===== src/rtl/rv32i_pkg.sv =====
// rv32i_pkg: shared RV32I fetch constants and the fetch buffer entry type
package rv32i_pkg;
  localparam int XLEN = 32;
  localparam logic [XLEN-1:0] INSTR_NOP = 32'h0000_0013;
  localparam logic [XLEN-1:0] PC_STEP = 32'd4;
  typedef struct packed {
    logic [XLEN-1:0] pc;
    logic [XLEN-1:0] instr;
    logic mis;
  } fetch_entry_t;
endpackage


===== src/rtl/fetch_fifo.sv =====
// fetch_fifo: small synchronous FIFO with flush and full/empty flags
module fetch_fifo #(
  parameter int DEPTH = 2,
  parameter type T = logic
) (
  input  logic clk,
  input  logic reset_n,
  input  logic flush_i,
  input  logic push_i,
  input  logic pop_i,
  input  T     wdata_i,
  output T     rdata_o,
  output logic full_o,
  output logic empty_o
);
  localparam int AW = $clog2(DEPTH);
  T mem_q [DEPTH];
  logic [AW:0] wp_q, rp_q;
  logic do_push, do_pop;
  assign empty_o = wp_q == rp_q;
  assign full_o = (wp_q[AW] != rp_q[AW]) && (wp_q[AW-1:0] == rp_q[AW-1:0]);
  assign rdata_o = mem_q[rp_q[AW-1:0]];
  assign do_pop = pop_i && !empty_o;
  assign do_push = push_i && (!full_o || do_pop);
  always_ff @(posedge clk or negedge reset_n) begin
    if (!reset_n) begin
      wp_q <= '0;
      rp_q <= '0;
    end else if (flush_i) begin
      wp_q <= '0;
      rp_q <= '0;
    end else begin
      if (do_push) wp_q <= wp_q + 1'b1;
      if (do_pop) rp_q <= rp_q + 1'b1;
    end
  end
  always_ff @(posedge clk) begin
    if (do_push && !flush_i) mem_q[wp_q[AW-1:0]] <= wdata_i;
  end
endmodule


===== src/rtl/fetch_unit.sv =====
// fetch_unit: RV32I fetch stage owning the PC and buffering {pc, instr} for decode
module fetch_unit
  import rv32i_pkg::*;
#(
  parameter logic [XLEN-1:0] RESET_PC = 32'h0000_0000,
  parameter int FIFO_DEPTH = 2
) (
  input  logic            clk,
  input  logic            reset_n,
  input  logic            fetch_enable,
  output logic [XLEN-1:0] imem_addr,
  input  logic [XLEN-1:0] imem_instr,
  input  logic            redirect_valid,
  input  logic [XLEN-1:0] redirect_pc,
  output logic            dec_valid,
  input  logic            dec_ready,
  output logic [XLEN-1:0] dec_instr,
  output logic [XLEN-1:0] dec_pc,
  output logic            dec_misaligned,
  output logic [XLEN-1:0] fetch_count
);
  logic [XLEN-1:0] pc_q, pc_d, cnt_q, cnt_d, last_pc_q;
  logic mis_q, mis_d, full, empty, push, pop;
  fetch_entry_t head, entry;
  assign pop = dec_valid & dec_ready;
  assign push = fetch_enable & !redirect_valid & (!full | pop);
  assign entry = '{pc: pc_q, instr: imem_instr, mis: mis_q};
  always_comb begin
    pc_d = redirect_valid ? {redirect_pc[XLEN-1:2], 2'b00} : push ? pc_q + PC_STEP : pc_q;
    mis_d = redirect_valid ? |redirect_pc[1:0] : push ? 1'b0 : mis_q;
    cnt_d = push ? cnt_q + 32'd1 : cnt_q;
  end
  always_ff @(posedge clk or negedge reset_n) begin
    if (!reset_n) begin
      pc_q <= RESET_PC;
      mis_q <= 1'b0;
      cnt_q <= '0;
      last_pc_q <= '0;
    end else begin
      pc_q <= pc_d;
      mis_q <= mis_d;
      cnt_q <= cnt_d;
      if (!empty) last_pc_q <= head.pc;
    end
  end
  fetch_fifo #(.DEPTH(FIFO_DEPTH), .T(fetch_entry_t)) u_fifo (
    .clk(clk),
    .reset_n(reset_n),
    .flush_i(redirect_valid),
    .push_i(push),
    .pop_i(pop),
    .wdata_i(entry),
    .rdata_o(head),
    .full_o(full),
    .empty_o(empty)
  );
  assign imem_addr = pc_q;
  assign dec_valid = !empty;
  assign dec_instr = empty ? INSTR_NOP : head.instr;
  assign dec_pc = empty ? last_pc_q : head.pc;
  assign dec_misaligned = !empty & head.mis;
  assign fetch_count = cnt_q;
endmodule


===== config.mk =====
export PLATFORM = sky130hd
export DESIGN_NAME = fetch_unit
export DESIGN_NICKNAME = d
export VERILOG_FILES = /design/src/rtl/rv32i_pkg.sv /design/src/rtl/fetch_fifo.sv /design/src/rtl/fetch_unit.sv
export SDC_FILE = /design/constraint.sdc
export NUM_CORES = 1
export LEC_CHECK = 0
export ABC_AREA = 1
export BUFFER_PORTS_ARGS = -buffer_cell sky130_fd_sc_hd__buf_2
export CAP_MARGIN = 30
export CORE_AREA = 2 2 159 130
export CTS_CLUSTER_DIAMETER = 100
export CTS_CLUSTER_SIZE = 12
export DETAILED_ROUTE_END_ITERATION = 8
export DIE_AREA = 0 0 161 132
export GPL_TIMING_DRIVEN = 1
export PLACE_DENSITY = 0.81
export SLEW_MARGIN = 15
export SYNTH_ARGS = -nofsm -noshare
export SYNTH_HDL_FRONTEND = slang
export SYNTH_HIERARCHICAL = 1
export SYNTH_SLANG_ARGS = --single-unit

===== constraint.sdc =====
create_clock -name clk -period 12 [get_ports clk]
set_input_delay 3 -clock clk [delete_from_list [all_inputs] [get_ports clk]]
set_output_delay 3 -clock clk [all_outputs]
set_load 0.01 [all_outputs]

* After elaboration in Yosys (flattened, before gate mapping) *
Memory sizes are Yosys's and may differ from the RTL's.
Index checks and enable logic that the tools add are counted.

operators by class
  $add $sub $neg = 4
  equal/unequal tests = 3
  multiplexer cells = 12
  bitwise gates (word level) = 5
  reduce and logical (&&, ||, !) cells = 12

operators with widths
  operator               number
  $mux 32                4
  $add 32x1->32 const B  1
  $add 32x3->32 const B  1
  $mux 2                 4
  $reduce_bool 2->1      3
  $add 2x1->2 const B    2
  $and 1x1->1            4
  $logic_and 1x1->1      4
  $mux 1                 4
  $logic_not 1->1        3
  $eq 2x2->1             1
  $reduce_or 2->1        1
  $eq 1x1->1             1
  $logic_or 1x1->1       1
  $ne 1x1->1             1
  $or 1x1->1             1

storage, ports and cells
  register bits = 101
  memory bits (writable) = 130
  logic and storage cells = 43
  memories = 1

memory list
  memory        words  width  rd ports  clocked after Yosys merged registers in  write ports  RTL line          text
  u_fifo.mem_q  2      65     1         0                                        1            fetch_fifo.sv:17  T mem_q [DEPTH];

* Depth between registers and ports, before layout *
  depth after elaboration = 9
  gate-level depth with buffers = 17

* Cells and area by module *
Netlist, hierarchy kept.

by module, submodules not included
  module      times used  cells an instance  area an instance (µm²)
  fetch_unit  1           851                5607.9
  fetch_fifo  1           379                5017.3

* Worst setup path before layout *
No wires, ideal clock.

  path type = input to register
  from = in redirect_valid
  to = mem u_fifo/mem_q[1][0] in the netlist's numbering (enable)
  setup time = 476 ps
  arrival = 6273 ps
  data required time = 11524 ps
  path slack = 5251 ps
  stages = 6
  path buffers = 1
  cells stage by stage = inv_2 -> nand2_2 -> a21oi_4 -> clkbuf_1 -> nand2_2 -> nor3_2

on the way
  word-level cells in the longest chain between the ends = 7

RTL lines
  what                          RTL line          text
  from (decl)                   fetch_unit.sv:13  input logic redirect_valid,
  $logic_not 1->1               fetch_unit.sv:26  assign push = fetch_enable & !redirect_valid & (!full | pop);
  $and 1x1->1 (2 in series)     fetch_unit.sv:26
  via push                      fetch_unit.sv:23  logic mis_q, mis_d, full, empty, push, pop;
  $logic_and 1x1->1             fetch_fifo.sv:24  assign do_push = push_i && (!full_o || do_pop);
  $logic_and 1x1->1             fetch_fifo.sv:38  if (do_push && !flush_i) mem_q[wp_q[AW-1:0]] <= wdata_i;
  $mux 1                        fetch_fifo.sv:38
  $mux 1 (implied by the code)  fetch_fifo.sv:38
  to (decl)                     fetch_fifo.sv:17

The timed path passes the listed nets, and every way through them passes these cells.

* Final worst setup path *
  from = reg u_fifo.rp_q[0]
  to = out dec_pc[28]

on the way
  word-level cells in the longest chain between the ends = 2
  elaborated cells between the ends (all ways) = 3
  those cells by class = 1 x eq/ne; 1 x mux; 1 x memory

RTL lines
  what                    RTL line          text
  from (decl)             fetch_fifo.sv:18  logic [AW:0] wp_q, rp_q;
  from (signal assigned)  fetch_fifo.sv:34  if (do_pop) rp_q <= rp_q + 1'b1;
  $eq 2x2->1              fetch_fifo.sv:20  assign empty_o = wp_q == rp_q;
  via empty               fetch_unit.sv:23
  $mux 32                 fetch_unit.sv:60  assign dec_pc = empty ? last_pc_q : head.pc;
  to (decl)               fetch_unit.sv:18  output logic [XLEN-1:0] dec_pc,

The timed path passes the listed nets, and every way through them passes these cells.

==> results.rst <==
.. list-table::
   :header-rows: 1

   * - Metric
     - Value
   * - Area inside the core boundary
     - 19,600 µm²
   * - HP Start
     - last_pc_q[30]$_DFF_PN0_
   * - Area growth from synthesis to final layout
     - 17.6%
   * - Final hold viol count
     - 0
   * - Number of nets in the layout
     - 1,497
   * - Worst hold stages
     - 2
   * - Predominant post-synthesis flop cell
     - sky130_fd_sc_hd__edfxtp_1
   * - Unrepaired setup endpoints after global routing
     - false
   * - Warnings, synthesis
     - 6
   * - Non-filler cells, final
     - 1,703
   * - Achievable frequency
     - 161 MHz
   * - Leading cell type in the layout, fill and taps excluded
     - sky130_fd_sc_hd__nand2_1
   * - Number of DRC markers in iteration 0
     - 954
   * - Capturing point of the worst reg2reg path
     - imem_addr[10]$_DFFE_PN0P_
   * - Capture endpoint of the worst hold path
     - last_pc_q[30]$_DFF_PN0_
   * - Antenna diode count
     - 0
   * - Nature of the critical path endpoint
     - output port
   * - Slack of the worst reg-to-reg path
     - 7.61 ns
   * - Total of endpoints with negative setup slack in the final report
     - 0
   * - Largest net degree at the start of global routing
     - 73
   * - Total CTS buffers
     - 23
   * - Setup skew after layout
     - 0.0180 ns
   * - Area of the die
     - 21,300 µm²
   * - Static leakage
     - 0.00602 µW
   * - Final global-route overflow total
     - 0
   * - Drt drc
     - 0
   * - Routability-driven placement congestion ratio
     - 0.904
   * - Dominant combinational cell family by area after synthesis
     - simple AND/OR/NAND/NOR gates
   * - Post-DR wirelength/cell
     - 15.2 µm
   * - Total Neg Setup Slack
     - 0 ns
   * - Die Width
     - 161 µm
   * - Yosys reg bits
     - 229
   * - TritonCTS clock tree
     - built
   * - Status
     - complete, no violations
   * - Fraction of synthesized cell area taken by the top area cell type
     - 0.367
   * - Syn avg cell area
     - 8.64 µm²
   * - Distinct cells, synth
     - 34
   * - Data arrival time of the critical path
     - 3.22 ns
   * - Starting utilization of the core area
     - 0.543
   * - Clk sink count
     - 229
   * - Type of the setup path with the least slack
     - flop to output port
   * - DPL Wire Length
     - 17.5 mm
   * - # Max-Cap Violations
     - 0
   * - Combined global-route utilization of all metal layers
     - 0.238
   * - Antenna-violating nets left
     - 0
   * - Total of buffers placed on input and output ports
     - 196
   * - Power density over the cells
     - 154 nW/µm²
   * - Synthesized-area fraction occupied by and/or/nand/nor cells
     - 0.295
   * - Fraction of final layout cells with drive strength greater than 1
     - 0.179
   * - Least-Margin Pin Slew
     - 0.895 ns
   * - Top Ports
     - 199
   * - CTS Hold Buffers Added
     - 0
   * - CTS resizes
     - 0
   * - Most area-consuming cells after synthesis
     - sky130_fd_sc_hd__edfxtp_1 (37%), sky130_fd_sc_hd__dfrtp_1 (23%), sky130_fd_sc_hd__nand2_1 (20%)
   * - Start point of the critical path
     - u_fifo/rp_q[0]$_DFFE_PN0P_
   * - Count of final max-slew check failures
     - 0
   * - Height of the die
     - 132 µm
   * - Largest voltage drop on the vdd net
     - 0.0817 mV
   * - Clk slew on worst S/H paths
     - 0.06 ns
   * - Seq/Total Area, Yosys
     - 0.601
   * - Commonest cells after routing, fill and taps aside
     - sky130_fd_sc_hd__nand2_1 (565), sky130_fd_sc_hd__buf_2 (195), sky130_fd_sc_hd__edfxtp_1 (130)
   * - Mux share of post-synthesis cell area
     - 0
   * - Vias in the first global route
     - 7,917
   * - Final core utilization
     - 0.639
   * - Startpoint Class
     - flop
   * - Vias
     - 8,580
   * - Tmin final
     - 6.22 ns
   * - Aggregate routed wire length
     - 25.8 mm
   * - First-pass GRT wire length
     - 40.5 mm
   * - Final std cell area, no fill
     - 12,500 µm²
   * - Post-synthesis async set-or-reset flop share
     - 0.432
   * - Source-to-sink clock delay at the later pin of the worst-skew pair
     - 0.51 ns
   * - Compound-gate portion of the synthesized area
     - 0.0194
   * - Top cell type by total area after synthesis
     - sky130_fd_sc_hd__edfxtp_1
   * - Reg2reg start
     - u_fifo/rp_q[0]$_DFFE_PN0P_
   * - Synth Area in Adders
     - 0.00236
   * - Path class of the lowest-slack min-delay path
     - flop to flop
   * - Library cell used as clock root buffer
     - sky130_fd_sc_hd__clkbuf_16
   * - Post-Place Cell Area
     - 11,800 µm²
   * - Max H-tree Level
     - 1
   * - Buffer count from post-CTS setup fixing
     - 0
   * - Maximum number of buffers from clock root to sink
     - 3
   * - Final clock period utilization by the worst path
     - 0.518
   * - Number of cells in the design after placement
     - 1,664
   * - Length in cells of the worst reg-to-reg path
     - 14
   * - Xor/xnor cell area share of the yosys netlist
     - 0.0214
   * - Count of flip-flops with a built-in enable after synthesis
     - 130
   * - Max-slew headroom at the worst pin
     - 0.403
   * - Overall power after layout
     - 1920 µW
   * - Via density per instance
     - 5.04
   * - Detailed Routing Iterations Pass 1
     - 6
   * - Maximum fanout along the worst path
     - 68
   * - Synth Instances
     - 1,230
   * - CP required
     - 9.00 ns
   * - Synthesized cell area
     - 10,600 µm²
   * - Standard-cell rows
     - 46
   * - Number of antenna violations at the first check in global routing
     - 0
[where the power goes]
group          switching (µW)  internal [µW]  total (µW)
logic                     191            112         303
registers                62.5            911         974
clock network             286            357         642
total                     540           1380        1920
[cell usage after synthesis, types with 8 or more instances]
cell	n
sky130_fd_sc_hd__nand3_1	56
sky130_fd_sc_hd__clkbuf_1	15
sky130_fd_sc_hd__xor2_1	18
sky130_fd_sc_hd__buf_2	11
sky130_fd_sc_hd__dfrtp_1	99
sky130_fd_sc_hd__edfxtp_1	130
sky130_fd_sc_hd__nand2_2	8
sky130_fd_sc_hd__nand4_1	16
sky130_fd_sc_hd__xnor2_1	8
sky130_fd_sc_hd__nand2_1	565
sky130_fd_sc_hd__nor2_1	119
sky130_fd_sc_hd__inv_1	115
sky130_fd_sc_hd__o21ai_0	13
sky130_fd_sc_hd__buf_4	10
[per-layer routing]
metal	up-vias	routed length, µm	GRT usage
met4	0	455	0.0551
met1	3967	11700	0.361
li1	4244	-	-
met3	32	2100	0.0374
met2	337	11600	0.365
met5	-	0	0
[cells by family (layout without fill, tap and decap cells)]
logic type | count (synthesis) | in the layout
buffers and inverters | 156 | 360
other | 1 | 6
AND/OR/NAND/NOR | 783 | 783
AO/OA/AOI/OAI | 33 | 33
XOR/XNOR | 26 | 26
flip-flops | 229 | 229
adder cells (fa/ha/maj) | 2 | 2
[how the worst max path moves through the flow]
stage | cells after the start | slack (ns) | endpoint
after floorplan | 6 | 5.25 | u_fifo/mem_q[1][0]$_DFFE_PP_
after global placement | 9 | 5.89 | dec_pc[28]
after detailed placement | 9 | 6.28 | dec_pc[22]
after CTS | 9 | 5.73 | dec_pc[21]
after global routing | 9 | 5.54 | dec_pc[10]
final | 9 | 5.78 | dec_pc[28]
[flip-flops by register name, summed over array words and instances (netlist names)]
signal        count
fetch_count      32
mis_q             1
u_fifo/mem_q    130
last_pc_q        32
u_fifo/wp_q       2
u_fifo/rp_q       2
imem_addr        30
[layout make-up]
cell class / instances / area (µm²)
clock buffer: 37 / 628
multi-input combinational: 850 / 3620
timing repair buffer: 203 / 1080
tap: 264 / 330
clock inverter: 1 / 11.3
fill: 1600 / 7070
inverter: 119 / 449
sequential: 229 / 6380
[through the flow]
step | setup WS (ns) | hold slack, ns
floorplan | 5.25 | 0.442
global placement | 5.89 | 0.457
detailed placement | 6.28 | 0.456
CTS | 5.73 | 0.473
global route | 5.54 | 0.481
finish | 5.78 | 0.470
[worst max-delay path: stages, from the launching register on]
cell,delay [ns]
sky130_fd_sc_hd__dfrtp_2,0.38
sky130_fd_sc_hd__buf_4,0.58
sky130_fd_sc_hd__nand2_1,0.19
sky130_fd_sc_hd__nand2_2,0.14
sky130_fd_sc_hd__nand2_2,0.08
sky130_fd_sc_hd__inv_2,0.45
sky130_fd_sc_hd__inv_2,0.45
sky130_fd_sc_hd__nand2_1,0.17
sky130_fd_sc_hd__nand2_1,0.09
sky130_fd_sc_hd__buf_2,0.15
No activity file was read; power rests on OpenSTA's default activity.
